`src/rtl/ud_sweep_ctrl.sv`:
```
// ud_sweep_ctrl: sequencer for a W-bit up/down counter. Runs NCYC triangle
// sweeps LO->HI->LO (NCYC=0 means run until STOP). HOLD freezes the sweep and
// STOP aborts it. DONE pulses on normal completion, and ERR pulses when START
// is rejected because LO>=HI.
// Ports:
//   C, R                  clock (rising edge), asynchronous active-low reset
//   START, STOP, HOLD     run control
//   LO, HI, NCYC          sweep limits and sweep count, latched at START
//   COUNT                 counter value fed back from the counter
//   UD, CE, LD, LDVAL     counter direction, enable, load strobe, load value
//   BUSY, DONE, ERR, CYC  status outputs and completed-sweep count
module ud_sweep_ctrl #(
  parameter int unsigned W = 4
) (
  input  logic         C,
  input  logic         R,
  input  logic         START,
  input  logic         STOP,
  input  logic         HOLD,
  input  logic [W-1:0] LO,
  input  logic [W-1:0] HI,
  input  logic [W-1:0] NCYC,
  input  logic [W-1:0] COUNT,
  output logic         UD,
  output logic         CE,
  output logic         LD,
  output logic [W-1:0] LDVAL,
  output logic         BUSY,
  output logic         DONE,
  output logic         ERR,
  output logic [W-1:0] CYC
);

  typedef enum logic [2:0] {
    S_IDLE,
    S_LOAD,
    S_UP,
    S_DOWN,
    S_FIN
  } state_e;

  state_e       state_q, state_d;
  logic [W-1:0] lo_q, lo_d;
  logic [W-1:0] hi_q, hi_d;
  logic [W-1:0] ncyc_q, ncyc_d;
  logic [W-1:0] cyc_q, cyc_d;
  logic         err_q, err_d;
  logic [W-1:0] cyc_inc;

  assign cyc_inc = cyc_q + W'(1);

  always_comb begin
    state_d = state_q;
    lo_d    = lo_q;
    hi_d    = hi_q;
    ncyc_d  = ncyc_q;
    cyc_d   = cyc_q;
    err_d   = 1'b0;
    case (state_q)
      S_IDLE: begin
        if (START) begin
          if (LO < HI) begin
            lo_d    = LO;
            hi_d    = HI;
            ncyc_d  = NCYC;
            cyc_d   = '0;
            state_d = S_LOAD;
          end else begin
            err_d = 1'b1;
          end
        end
      end
      S_LOAD: state_d = STOP ? S_IDLE : S_UP;
      // Limit tests use >= / <= so that a counter disturbed past a limit
      // turns around immediately instead of running on and wrapping.
      S_UP: begin
        if (STOP) begin
          state_d = S_IDLE;
        end else if (!HOLD && (COUNT >= hi_q)) begin
          state_d = S_DOWN;
        end
      end
      S_DOWN: begin
        if (STOP) begin
          state_d = S_IDLE;
        end else if (!HOLD && (COUNT <= lo_q)) begin
          cyc_d   = cyc_inc;
          state_d = ((ncyc_q != '0) && (cyc_inc == ncyc_q)) ? S_FIN : S_UP;
        end
      end
      S_FIN:   state_d = S_IDLE;
      default: state_d = S_IDLE;
    endcase
  end

  always_ff @(posedge C or negedge R) begin
    if (!R) begin
      state_q <= S_IDLE;
      lo_q    <= '0;
      hi_q    <= '0;
      ncyc_q  <= '0;
      cyc_q   <= '0;
      err_q   <= 1'b0;
    end else begin
      state_q <= state_d;
      lo_q    <= lo_d;
      hi_q    <= hi_d;
      ncyc_q  <= ncyc_d;
      cyc_q   <= cyc_d;
      err_q   <= err_d;
    end
  end

  always_comb begin
    CE = 1'b0;
    if (state_q == S_UP) begin
      CE = (COUNT < hi_q) && !HOLD && !STOP;
    end else if (state_q == S_DOWN) begin
      CE = (COUNT > lo_q) && !HOLD && !STOP;
    end
  end

  assign UD    = (state_q == S_UP);
  assign LD    = (state_q == S_LOAD);
  assign LDVAL = lo_q;
  assign BUSY  = (state_q == S_LOAD) || (state_q == S_UP) || (state_q == S_DOWN);
  assign DONE  = (state_q == S_FIN);
  assign ERR   = err_q;
  assign CYC   = cyc_q;

endmodule

```
`config.mk`:
```
export PLATFORM = sky130hd
export DESIGN_NAME = ud_sweep_ctrl
export DESIGN_NICKNAME = d
export VERILOG_FILES = /design/src/rtl/ud_sweep_ctrl.sv
export SDC_FILE = /design/constraint.sdc
export NUM_CORES = 1
export LEC_CHECK = 0
export CAP_MARGIN = 20
export CORE_UTILIZATION = 40
export CTS_CLUSTER_DIAMETER = 100
export DETAILED_ROUTE_END_ITERATION = 6
export PLACE_DENSITY = 0.76
export SETUP_SLACK_MARGIN = 0.02
export SYNTH_ARGS = -nofsm -noshare
export SYNTH_HDL_FRONTEND = slang
export SYNTH_SLANG_ARGS = --single-unit
export TNS_END_PERCENT = 100
```
`constraint.sdc`:
```
create_clock -name C -period 2.28 [get_ports C]
set_clock_uncertainty 0.1 [all_clocks]
set_input_delay 0.456 -clock C [delete_from_list [all_inputs] [get_ports C]]
set_output_delay 0.456 -clock C [all_outputs]
set_load 0.02 [all_outputs]
```
==> results of run 1 <==
==> state kept, by name (all words and copies together), names as in the netlist <==
register / flops
CYC: 4
ERR: 1
LDVAL: 4
hi_q: 4
ncyc_q: 4
state_q: 3
==> worst max path at each step <==
stage	startpoint	endpoint	slack, ns	cells after the start
floorplan	LDVAL[3]	CE	0.03	6
global placement	COUNT[3]	CE	-0.88	7
CTS	LDVAL[3]	CE	-0.25	7
finish	LDVAL[3]	CE	-0.22	7
global route	LDVAL[3]	CE	-0.31	7
detailed placement	COUNT[3]	CE	-0.91	7
==> logic make-up (layout without fill, tap and decap cells) <==
family          after synthesis  count (layout)  share of synthesized area, %
simple gates                 36              36                          15.6
compound gates               21              21                          11.6
flops                        20              20                          39.0
buf+inv                      17              87                          5.66
mux                          15              15                          13.0
fa+ha+maj                    12              12                          11.7
xor+xnor                      5               5                          3.42
==> layer usage <==
metal	routed length [µm]	share of wire [%]	vias to the layer above	GRT usage, %
met4	128	3.6	0	11.6
li1	-	-	596	-
met3	210	5.9	12	3.96
met2	1770	50	57	37.6
met1	1460	41	585	27.0
met5	0	0	-	0
==> power groups by stage <==
stage	clock network (µW)	logic (µW)	registers [µW]
final	215	1230	568
after global routing	235	1330	583
after CTS	224	1130	569
after detailed placement	0	1060	575
after global placement	0	1010	566
after floorplan	0	505	623
==> synthesized netlist by cell type, types with 2 or more instances <==
library cell / count
dfrtp_1: 20
inv_1: 14
ha_1: 12
mux2_2: 9
nor2_1: 7
nand2_1: 6
mux2i_1: 5
a21oi_1: 4
and3_1: 4
nor3_1: 4
nor4_1: 3
o21ai_0: 3
xnor2_1: 3
a22o_1: 2
a31o_1: 2
and2_1: 2
nand3_1: 2
nor2b_1: 2
xor2_1: 2
==> per-stage QoR <==
step                util [%]  setup WS, ns
finish                  68.0        -0.222
global route            68.0        -0.310
CTS                     64.8        -0.253
detailed placement      62.0        -0.914
global placement        62.0        -0.880
floorplan                  -        0.0304
==> final cells by class <==
class	instances	area, µm²	area share (%)
multi-input cells	89	796	38.4
repair buffers	69	634	30.6
flip-flops and latches	20	500	24.1
well taps	44	55.1	2.65
inverters	14	52.6	2.53
clock buffers	4	36.3	1.75
==> worst max-delay path, stage by stage, from the launching register on <==
cell,delay [ns]
dfrtp_1,0.40
inv_2,0.07
ha_4,0.27
and3_4,0.18
a221oi_2,0.07
or3_4,0.37
a21oi_2,0.16
buf_6,0.13
==> repair_timing <==
action,CTS,global route
hold buffers,0,0
resized for setup,18,14
setup buffers,4,1
setup endpoints to repair,17,16
pin swaps,9,7
gates cloned,0,1
==> flow_summary.json, run 1 <==
{
  "run_status": "complete, but fails checks",
  "violated_checks": "setup timing",
  "gr-total-overflow": 0,
  "crit-reg2reg-capture": "CYC[0]",
  "timing.critical_path.to_type": "output port",
  "dpl-instance-area_mm2": 0.00189,
  "power.density_mw_per_mm2": 969,
  "first_global_vias": 1266,
  "postRouteAntennaNets": 0,
  "fin_crit_sh_pct": 110,
  "layout.cell_area.non_filler_mm2": 0.00207,
  "seq_power_share_pct": 28.3,
  "post_synth_inst_count": 126,
  "maximum_number_of_pins_on_one_net_before_global_route_repair": 21,
  "ir_drop_v": 0.000637,
  "report.final.slew_viol_count": 0,
  "clockPowerShare_pct": 10.7,
  "cts.sinks": 20,
  "hold_path_class": "input port to async pin",
  "layout_cells_excl_fill": 240,
  "r2r_setup_slack_ns": 0.07,
  "clkLatencyLatePin_ns": 0.31,
  "final_replace_weighted_congestion": 0.822,
  "timing_worst_slew_pin_value_ns": 0.354,
  "dr.pass1.iters": 4,
  "number_of_antenna_violations_at_the_first_check_in_global_routing": 0,
  "fmaxAchievable_ghz": 0.400,
  "synth_area_leaders": "dfrtp_1, ha_1, mux2_2",
  "n_fill_cell": 246,
  "seq_area_frac_synth_pct": 39.0,
  "final_cell_mix": "buf_4, clkdlybuf4s50_1, dfrtp_1",
  "synth.lib_cells_used.distinct": 39,
  "final_layout_size_suffix_gt1_share_pct": 34.2,
  "synth.top_cell.area_share_pct": 39.0,
  "place_inst": 230,
  "hold-worst-slack_ns": 0.362,
  "die_height_um": 58.6,
  "swShare_pct": 37.6,
  "total_leakage_power_uw": 0.000992,
  "worst_setup_hold_path_clk_slew_ns": 0.12,
  "worstSetupPathType": "flip-flop to output port",
  "post-synth-top-area-cell": "dfrtp_1",
  "portBuffers": 34,
  "core_rows": 20,
  "placeableCoreArea_mm2": 0.00305,
  "regToRegStartpoint": "state_q[2]",
  "synth.yosys.warnings": 0,
  "finalCriticalPeriod_ns": 2.50,
  "wire_length_of_the_first_global_routing_pass_mm": 5.64,
  "psw_uw": 757,
  "synth_edf_count": 0,
  "rsz_0062_raised_after_global_routing": "yes",
  "antennaDiodeCount": 0,
  "ioPinCount": 35,
  "via_per_inst": 5.21,
  "critPathRequiredTime_ns": 1.72,
  "die_width_um": 58.6,
  "cts_buffers": 3,
  "finalWorstSetupSlack_ns": -0.222,
  "detail_route.drc_violations": 0,
  "floorplan.die_area_mm2": 0.00344,
  "ys_async_sr_fraction_pct": 100,
  "maxCapViolCount": 0,
  "dr_total_vias": 1250,
  "fin_tns_setup_ns": -0.222,
  "yosys_register_bits": 20,
  "critical_path.startpoint_type": "flip-flop",
  "drt-wirelength-per-cell_um": 14.9,
  "final_net_count": 230,
  "most_common_cell_after_layout_fill_and_taps_aside": "buf_4",
  "post-layout-total-power_uw": 2010,
  "detail_route.iter0.violations": 51,
  "p_int_uw": 1250,
  "timing.slew.headroom_pct": 76.4,
  "syn_avg_cell_area_um2": 10.2,
  "floorplan.initialDensity_pct": 42.0,
  "synth_top_flop_cell": "dfrtp_1",
  "combinationalPowerShare_pct": 61.0,
  "areaGrowthSynthToFinish_pct": 61.8,
  "hold_violations": 0,
  "synth.net_count": 159,
  "reg2reg_depth": 6,
  "cts_max_level": 1,
  "syn_std_cell_area_mm2": 0.00128,
  "finalSetupViolCount": 1,
  "clk_root_buffer_cell": "clkbuf_4",
  "clock_tree_from_tritoncts": "yes",
  "wl_mm": 3.58,
  "hpwl_mm": 2.62,
  "arrival_ns": 1.95,
  "cts_buffer_depth": 2,
  "combined_global_route_utilization_of_all_metal_layers_pct": 22.2,
  "critPathMaxFanout": 2
}
Power figures use the tool's default switching activity.
==> run 2: changes to the inputs <==
--- a/config.mk
+++ b/config.mk
@@ -6,10 +6,12 @@
 export NUM_CORES = 1
 export LEC_CHECK = 0
 export CAP_MARGIN = 20
-export CORE_UTILIZATION = 40
+export CELL_PAD_IN_SITES_DETAIL_PLACEMENT = 1
+export CELL_PAD_IN_SITES_GLOBAL_PLACEMENT = 2
+export CORE_UTILIZATION = 29
 export CTS_CLUSTER_DIAMETER = 100
 export DETAILED_ROUTE_END_ITERATION = 6
-export PLACE_DENSITY = 0.76
+export PLACE_DENSITY = 0.87
 export SETUP_SLACK_MARGIN = 0.02
 export SYNTH_ARGS = -nofsm -noshare
 export SYNTH_HDL_FRONTEND = slang
==> run 2 against run 1 <==
The flow still finishes with violations (setup timing); largest cell class unchanged; combinational power rose by 7%; register-to-register slack barely moved; hold slack improved by 0.063 ns; design area rose by 4.2%; sequential share of layout area fell by 0.98 points; die area rose by 37%.
==> flow_summary.json, run 2 (same netlist as run 1, synthesis figures left out) <==
{
  "hpwl_mm": 3.01,
  "critPathRequiredTime_ns": 1.72,
  "portBuffers": 34,
  "finalWorstSetupSlack_ns": -0.197,
  "finalCriticalPeriod_ns": 2.48,
  "routed.top_layer": "met4",
  "cts_max_level": 1,
  "critPathCapture": "CE",
  "drt-wirelength-per-cell_um": 17.3,
  "die_width_um": 68.5,
  "final_layout_size_suffix_gt1_share_pct": 39.1,
  "critPathMaxFanout": 2,
  "timing.slew.headroom_pct": 73.2,
  "critical_path.startpoint_type": "input port",
  "wire_length_of_the_first_global_routing_pass_mm": 6.18,
  "fin_crit_sh_pct": 109,
  "detail_route.iter0.violations": 27,
  "cts.sinks": 20,
  "most_common_cell_after_layout_fill_and_taps_aside": "buf_4",
  "rsz_0062_raised_after_global_routing": "yes",
  "cp.depth": 7,
  "cts_buffer_depth": 2,
  "cts.hold.buffers_added": 0,
  "timing.critical_path.to_type": "output port",
  "detail_route.drc_violations": 0,
  "floorplan.initialDensity_pct": 31.2,
  "clock_tree_from_tritoncts": "yes",
  "violated_checks": "setup timing",
  "fmaxAchievable_ghz": 0.404,
  "placeableCoreArea_mm2": 0.00412,
  "maximum_number_of_pins_on_one_net_before_global_route_repair": 21,
  "critical_path.startpoint": "COUNT[3]",
  "floorplan.die_area_mm2": 0.00469,
  "place_ws_ns": -0.918,
  "core_rows": 23,
  "run_status": "complete, but fails checks",
  "combined_global_route_utilization_of_all_metal_layers_pct": 18.5,
  "ioPinCount": 35,
  "n_fill_cell": 452,
  "met1_length_mm": 1.85,
  "areaGrowthSynthToFinish_pct": 68.6,
  "min_from": "hi_q[0]",
  "routed-wl-met3_um": 154,
  "clk_root_buffer_cell": "clkbuf_8",
  "crit_path_top_delay_cell": "or3_4",
  "via_per_inst": 4.98,
  "wl_met2_mm": 2.32,
  "power.density_mw_per_mm2": 1040,
  "hold_violations": 0,
  "cts_buffers": 3,
  "gr-total-overflow": 0,
  "worst_path_largest_cell_delay_ns": 0.37,
  "finalSetupViolCount": 1,
  "postRouteAntennaNets": 0,
  "first_global_vias": 1292,
  "number_of_antenna_violations_at_the_first_check_in_global_routing": 0,
  "final_replace_weighted_congestion": 0.801,
  "final_cell_mix": "buf_4, clkdlybuf4s50_1, dfrtp_1",
  "critical_path.n_buffers_inverters": 2,
  "maxCapViolCount": 0,
  "multiInputGateArea_um2": 811,
  "r2r_setup_slack_ns": 0.06,
  "report.final.slew_viol_count": 0,
  "fin_tns_setup_ns": -0.197,
  "dr.pass1.iters": 4,
  "die_height_um": 68.5,
  "timing_worst_slew_pin_value_ns": 0.401,
  "worstSetupPathType": "input port to output port",
  "hold_path_class": "flip-flop to flip-flop",
  "clkLatencyLatePin_ns": 0.26,
  "ir_drop_v": 0.000716,
  "worst_setup_hold_path_clk_slew_ns": 0.08,
  "total_leakage_power_uw": 0.00104,
  "arrival_ns": 1.92,
  "antennaDiodeCount": 0,
  "regToRegStartpoint": "state_q[2]",
  "wl_mm": 4.36,
  "critical-path-top-delay-family": "simple AND/OR/NAND/NOR gates",
  "crit-reg2reg-capture": "CYC[0]",
  "reg2reg_depth": 6,
  "dr_total_vias": 1256,
  "register_area_um2": 500,
  "cell_by_cell_trace_of_the_critical_path": "clkdlybuf4s15_1 -> ha_4 -> and3_4 -> a221oi_2 -> or3_4 -> a21oi_2 -> buf_4",
  "final_net_count": 236
}
[run 2: cell types whose count changed in the layout (fill, tap and decap cells not counted), sizes merged]
| cell | delta |
|---|---|
| clkbuf | -2 |
| buf | +7 |
| clkdlybuf4s15 | +3 |
| clkdlybuf4s50 | -1 |
| dlygate4sd2 | -3 |
| dlymetal6s2s | +1 |
| bufinv | +1 |
[run 2: worst min path at each step]
stage / end / slack (ns) / cells after the start
final: hi_q[0] / 0.42 / 1
after global routing: hi_q[0] / 0.46 / 1
after CTS: hi_q[0] / 0.43 / 1
after detailed placement: hi_q[0] / 0.41 / 1
after global placement: hi_q[0] / 0.40 / 1
after floorplan: CYC[0] / 0.06 / 0
[run 2: cell type report]
type | instances | share of cell area (%)
Sequential cell | 20 | 23.1
Inverter | 14 | 2.43
Multi-Input combinational cell | 89 | 37.5
Clock buffer | 3 | 1.91
Tap cell | 50 | 2.89
Clock inverter | 1 | 1.39
Timing Repair Buffer | 75 | 30.7
[run 2: per-layer routing]
layer | vias to the layer above | GRT usage (%)
met5 | - | 0
met4 | 0 | 8.07
met3 | 2 | 3.29
met2 | 27 | 32.7
met1 | 622 | 21.6
li1 | 605 | -
[run 2: metrics by stage]
| step | total power (µW) | cell area (µm²) | utilization [%] | cells | hold WS (ns) |
|---|---|---|---|---|---|
| finish | 2240 | 2160 | 52.5 | 252 | 0.425 |
| detailed placement | 1660 | 1910 | 46.3 | 237 | 0.409 |
| global route | 2380 | 2160 | 52.5 | 252 | 0.462 |
| floorplan | 1130 | 1290 | - | 126 | 0.0604 |
| global placement | 1590 | 1910 | 46.3 | 237 | 0.401 |
| CTS | 2150 | 2070 | 50.3 | 246 | 0.427 |
[run 2: worst register-to-register path, delay by kind of cell, from the launching register on]
kind            cells  cell delay [ns]
simple gates        1             0.54
buf+inv             1             0.17
mux                 1             0.26
compound gates      3             0.65
flops               1             0.39
[run 2: where the power goes]
group	leakage [µW]	internal [µW]	switching [µW]
clock network	0.0000357	235	127
registers	0.000250	484	89.0
logic	0.000751	713	597
total	0.00104	1430	813
[run 2: what timing repair did]
item,in CTS,in global routing
pin swaps,13,9
setup buffers,5,6
resized for setup,26,16
setup endpoints to repair,18,15
